==> config.mk <==
export PLATFORM = sky130hd
export DESIGN_NAME = cmp_pair_odometer
export DESIGN_NICKNAME = d
export VERILOG_FILES = /design/src/rtl/cmp_pair_odometer.sv
export SDC_FILE = /design/constraint.sdc
export NUM_CORES = 1
export LEC_CHECK = 0
export ABC_AREA = 1
export BUFFER_PORTS_ARGS = -buffer_cell sky130_fd_sc_hd__buf_2
export CAP_MARGIN = 10
export CORE_AREA = 2 2 39 41
export CTS_BUF_LIST = sky130_fd_sc_hd__clkbuf_2 sky130_fd_sc_hd__clkbuf_4 sky130_fd_sc_hd__clkbuf_8
export DETAILED_ROUTE_END_ITERATION = 7
export DIE_AREA = 0 0 41 43
export PLACE_DENSITY = 0.46
export SLEW_MARGIN = 10
export SYNTH_ARGS = -nofsm -noshare
export SYNTH_HDL_FRONTEND = slang
export SYNTH_SLANG_ARGS = --single-unit
export TNS_END_PERCENT = 10
==> constraint.sdc <==
create_clock -name clk -period 2 [get_ports clk]
set_clock_uncertainty 0.1 [all_clocks]
set_input_delay 0.4 -clock clk [delete_from_list [all_inputs] [get_ports clk]]
set_output_delay 0.4 -clock clk [all_outputs]
set_load 0.01 [all_outputs]
==> src/rtl/cmp_pair_odometer.sv <==
// Operand pair generator: a is the high digit, b the low digit, so pairs run
// (0,0),(0,1)..(0,max),(1,0)..(max,max).
module cmp_pair_odometer #(
    parameter int WIDTH = 3
) (
    input  logic             clk,
    input  logic             rst_n,
    input  logic             clear,
    input  logic             advance,
    output logic [WIDTH-1:0] a,
    output logic [WIDTH-1:0] b,
    output logic             last
);

    assign last = &{a, b};

    // NOTE: registers are only ever written with <= so every reader sees the
    // value from before the clock edge, independent of block ordering.
    always_ff @(posedge clk) begin
        if (!rst_n || clear) begin
            a <= '0;
            b <= '0;
        end else if (advance) begin
            {a, b} <= {a, b} + (2 * WIDTH)'(1);
        end
    end

endmodule

==> flow_summary.toml, run 1 <==
[status]
status = "completed"

[cts]
cts_setup_buffers = 0
cts.path.max_buffers = 2
ctsResizeCount = 0
clk_latency_ns = 0.25
cts_made_buffers = 3
cts_sinks = 6
cts_tree = "built"
path_clk_slew_ns = 0.05
ctsHoldBuffers = 0
htree_levels = 1
root_buffer = "clkbuf_4"

[die]
start_util_pct = 20.3
ioPinCount = 11
num_rows = 14
fp.coreArea_mm2 = 0.00138
die_height_um = 43
die_w_um = 41
dieArea_mm2 = 0.00176

[sta]
fmaxAchievable_mhz = 610
worst_slack_ns = 0.361
tightest_slew_ns = 0.193
maxSlewViolCount = 0
setup_viol = 0
hold_viol_final = 0
finalSetupTns_ns = 0
min_period_over_period_pct = 82.0
fin_crit_ns = 1.64
max-slew-margin-rel_pct = 87.1
rsz0062_at_grt = "no"

[yosys]
synthTopCellsByArea = "dfxtp_1 (43%), nor2_1 (11%), nand2_1 (9.4%)"
syn_area_um2 = 280
synthDistinctLibCells = 12
synth_seq_cells = 6
yosysTopAreaCell = "dfxtp_1"
synth-seq-area-share_pct = 42.9
synth_top_area_share_pct = 42.9
yosys_warnings = 0
synth_nets = 44
syn_area_per_cell_um2 = 7.19
netlist_instances = 39

[critical_path]
end_kind = "output port"
cpMaxStageDelayCell = "dfxtp_1"
path_class = "reg2out"
startpoint_type = "flip-flop"
max_stage_delay_ns = 0.41
cp.arrival_ns = 1.14
crit_chain = "nand2_1 -> nor2_2 -> and3_1 -> buf_2"
cp.required_ns = 1.50
worst-r2r-setup-slack_ns = 0.90
worstPathMaxFanout = 6

[power]
p_leak_uw = 0.000176
combPwrFrac_pct = 6.6
p_int_uw = 197
p_per_area_mw_per_mm2 = 688
p_clk_share_pct = 45.3
ir_worst_vdd_v = 0.000202
swShare_pct = 23.3
p_seq_share_pct = 48.1
power.switching_uw = 59.8

[global_route]
grt_pass1_wl_um = 993
antenna_found_initial = 0
grt_max_degree = 7
grt.total_usage_pct = 8.94
grt_overflow = 0
grt_pass1_vias = 249

[routing]
drt_iter0_markers = 4
drt-total-wl_um = 581
wl_per_cell_um = 8.54
vias = 280
vias_per_cell = 4.12
firstDrtPassIters = 2
drcViolationCount = 0
drtAntennaViolNets = 0

[placed_design]
hpwl_um = 444
post-place-ws_ns = 0.617
gp_congestion = 0.648
place_area_um2 = 350
dp.cells = 65
portBuffers = 10

[layout]
fin_cells = 68
nets = 59
area_growth_syn_to_layout_pct = 33.0
n_antenna_cell = 0
drive_above_1_share_pct = 32.7
fin_area_um2 = 373
fillers = 159
multi_input_area_um2 = 145
regArea_um2 = 120

[hold_path]
hp-class = "in2reg"

[flow_run]
cap_violations = 0
-- flip-flops by register name, indices dropped and copies added, names as in the netlist --
name	cells
a	3
b	3
-- routing by layer --
layer / vias up / GRT usage (%) / wire length (µm)
li1: 152 / - / -
met1: 114 / 10.6 / 280
met5: - / 0 / 0
met3: 4 / 3.66 / 45
met4: 0 / 10.0 / 21
met2: 10 / 10.6 / 233
-- logic make-up after synthesis --
family	Yosys count	share of synthesized area, %
simple gates	22	36.6
compound gates	6	10.7
flops	6	42.9
buf+inv	4	5.36
fa+ha+maj	1	4.46
-- area by class of cell --
| type | count | area share [%] |
|---|---|---|
| multi-input cells | 29 | 38.9 |
| flip-flops and latches | 6 | 32.2 |
| repair buffers | 10 | 13.4 |
| clock buffers | 3 | 6.04 |
| well taps | 16 | 5.37 |
| inverters | 4 | 4.03 |
-- power by group through the flow --
stage	clock network (µW)	logic (µW)	registers, µW
floorplan	0	8.48	127
global placement	0	17.1	126
detailed placement	0	17.1	126
CTS	120	17.0	124
global route	129	19.7	124
finish	116	16.8	124
-- critical path: cells and delay by family (launching register included) --
family                 cells  cell delay, ns
buffers and inverters      1            0.12
AND/OR/NAND/NOR            3            0.36
flip-flops                 1            0.41
-- final timing paths --
check | depth (start not counted) | from | endpoint
worst max register to register | 6 | b[0]$_SDFFE_PP0P_ | a[1]$_SDFFE_PP0P_
worst min register to register | 2 | b[1]$_SDFFE_PP0P_ | b[1]$_SDFFE_PP0P_
worst max-delay path | 4 | a[0]$_SDFFE_PP0P_ | last
worst min-delay path | 4 | clear | a[2]$_SDFFE_PP0P_
-- stage by stage --
step	power, µW	hold WS, ns	util [%]
finish	257	0.337	26.9
detailed placement	143	0.403	25.3
CTS	261	0.335	26.9
global route	272	0.348	26.9
floorplan	135	0.420	-
global placement	143	0.404	25.3
-- cells in the final DEF, fill, tap and decap left out --
cell	count
buf_2	10
nor2_1	8
nand2_1	7
dfxtp_1	6
inv_1	4
o21ai_0	3
a21oi_1	3
clkbuf_4	3
nor2_2	2
nand3_1	2
and3_1	1
nor2_4	1
nand2_2	1
ha_1	1
-- cell usage after synthesis (all sizes together) --
cell   instances
and3           1
dfxtp          6
nand3          2
nand2          8
inv            4
o21ai          3
nor2          11
a21oi          3
ha             1
Note: power is estimated with default switching activity, not from simulation.
==> run 2, diff against run 1 <==
==> constraint.sdc (replaced) <==
create_clock -name clk -period 1.55 [get_ports clk]
set_clock_uncertainty 0.1 [all_clocks]
set_input_delay 0.31 -clock clk [delete_from_list [all_inputs] [get_ports clk]]
set_output_delay 0.31 -clock clk [all_outputs]
set_load 0.01 [all_outputs]
==> flow_summary.toml, run 2 (synthesis results as in run 1) <==
[die]
num_rows = 14
ioPinCount = 11
die_w_um = 41
start_util_pct = 20.3
fp.coreArea_mm2 = 0.00138
die_height_um = 43
dieArea_mm2 = 0.00176

[power]
ir_worst_vdd_v = 0.000190
p_leak_uw = 0.000183
p_per_area_mw_per_mm2 = 842

[layout]
reg_top3 = "a x3, b x3"
area_growth_syn_to_layout_pct = 37.9
fin_cells = 69
nets = 60
final_common_cell = "buf_2"
n_antenna_cell = 0
final_util_pct = 27.9
final_cell_mix = "buf_2 (10), nor2_1 (8), nand2_1 (7)"
drive_above_1_share_pct = 39.6

[cts]
path_clk_slew_ns = 0.05
cts.path.max_buffers = 2
ctsHoldBuffers = 0
cts_tree = "built"
root_buffer = "clkbuf_4"
cts_made_buffers = 3
clk_latency_ns = 0.24
cts_sinks = 6
htree_levels = 1

[placed_design]
portBuffers = 10
hpwl_um = 468
dp.cells = 65
post-place-ws_ns = 0.260
gp_congestion = 0.648

[critical_path]
cp_top_family = "simple AND/OR/NAND/NOR gates"
cp.required_ns = 1.14
cpMaxStageDelayCell = "dfxtp_2"
cp.arrival_ns = 1.06
crit_chain = "nand2_1 -> nor2_2 -> and3_1 -> buf_2"
critical_path_buf_inv_count = 1
max_stage_delay_ns = 0.34
end_kind = "output port"
worstPathMaxFanout = 4
startpoint_type = "flip-flop"
path_class = "reg2out"

[routing]
wl_per_cell_um = 8.68
drtAntennaViolNets = 0
drt_iter0_markers = 1
vias_per_cell = 4.12
drt-total-wl_um = 599
drcViolationCount = 0
firstDrtPassIters = 3
vias = 284

[global_route]
grt_pass1_wl_um = 993
grt.total_usage_pct = 8.53
grt_pass1_vias = 275
antenna_found_initial = 0
grt_overflow = 0
grt_max_degree = 7

[sta]
fin_crit_ns = 1.47
finalSetupTns_ns = 0
rsz0062_at_grt = "no"
whs_ns = 0.241
tightest_slew_ns = 0.142
setup_viol = 0
worst_slack_ns = 0.0808
fmaxAchievable_mhz = 681
hold_viol_final = 0
maxSlewViolCount = 0
max-slew-margin-rel_pct = 90.5
min_period_over_period_pct = 94.8

[hold_path]
hp-class = "in2reg"

[flow_run]
cap_violations = 0

[status]
status = "completed"
==> run 2: cell types whose count changed in the layout (fill, tap and decap cells not counted), sizes merged <==
cell / change
buf: +1
==> run 2: stage by stage <==
stage | power, µW | cell area, µm²
3_5_place_dp | 185 | 350
6_report | 325 | 387
5_1_grt | 349 | 387
3_3_place_gp | 185 | 350
4_1_cts | 337 | 375
2_1_floorplan | 174 | 280
==> run 2: final timing paths <==
| kind | slack (ns) | depth (start not counted) | start | to |
|---|---|---|---|---|
| min | 0.24 | 4 | clear | a[1]$_SDFFE_PP0P_ |
| min reg2reg | 0.40 | 2 | b[1]$_SDFFE_PP0P_ | b[1]$_SDFFE_PP0P_ |
| max reg2reg | 0.46 | 6 | b[0]$_SDFFE_PP0P_ | a[1]$_SDFFE_PP0P_ |
| max | 0.08 | 4 | a[1]$_SDFFE_PP0P_ | last |
==> run 2: layout make-up <==
| class | instances | area [µm²] |
|---|---|---|
| Sequential cell | 6 | 126 |
| Multi-Input combinational cell | 29 | 145 |
| Fill cell | 158 | 997 |
| Tap cell | 16 | 20.0 |
| Timing Repair Buffer | 11 | 57.6 |
| Clock buffer | 3 | 22.5 |
| Inverter | 4 | 15.0 |
==> run 2: where the power goes <==
| part | total, µW | internal, µW | switching [µW] |
|---|---|---|---|
| registers | 158 | 156 | 2.47 |
| logic | 22.0 | 9.20 | 12.8 |
| clock network | 145 | 87.7 | 57.7 |
| total | 325 | 252 | 73.0 |
==> run 2: timing repair <==
item	4_1_cts	5_1_grt
buffers inserted	0	1
setup endpoints to repair	1	1
resized for setup	2	2
pin swaps	0	1
==> run 2: per-layer routing <==
metal / track usage, % / up-vias / share of wire, %
met5: 0 / - / 0
met4: 8.00 / 0 / 2.2
met3: 3.66 / 2 / 4.7
met2: 12.2 / 8 / 47
met1: 8.68 / 121 / 45
li1: - / 153 / -
==> run 2: tightest hold or removal path, stage by stage <==
cell,delay (ns)
buf_2,0.10
nor2_4,0.05
nand2_1,0.06
nor2_1,0.03
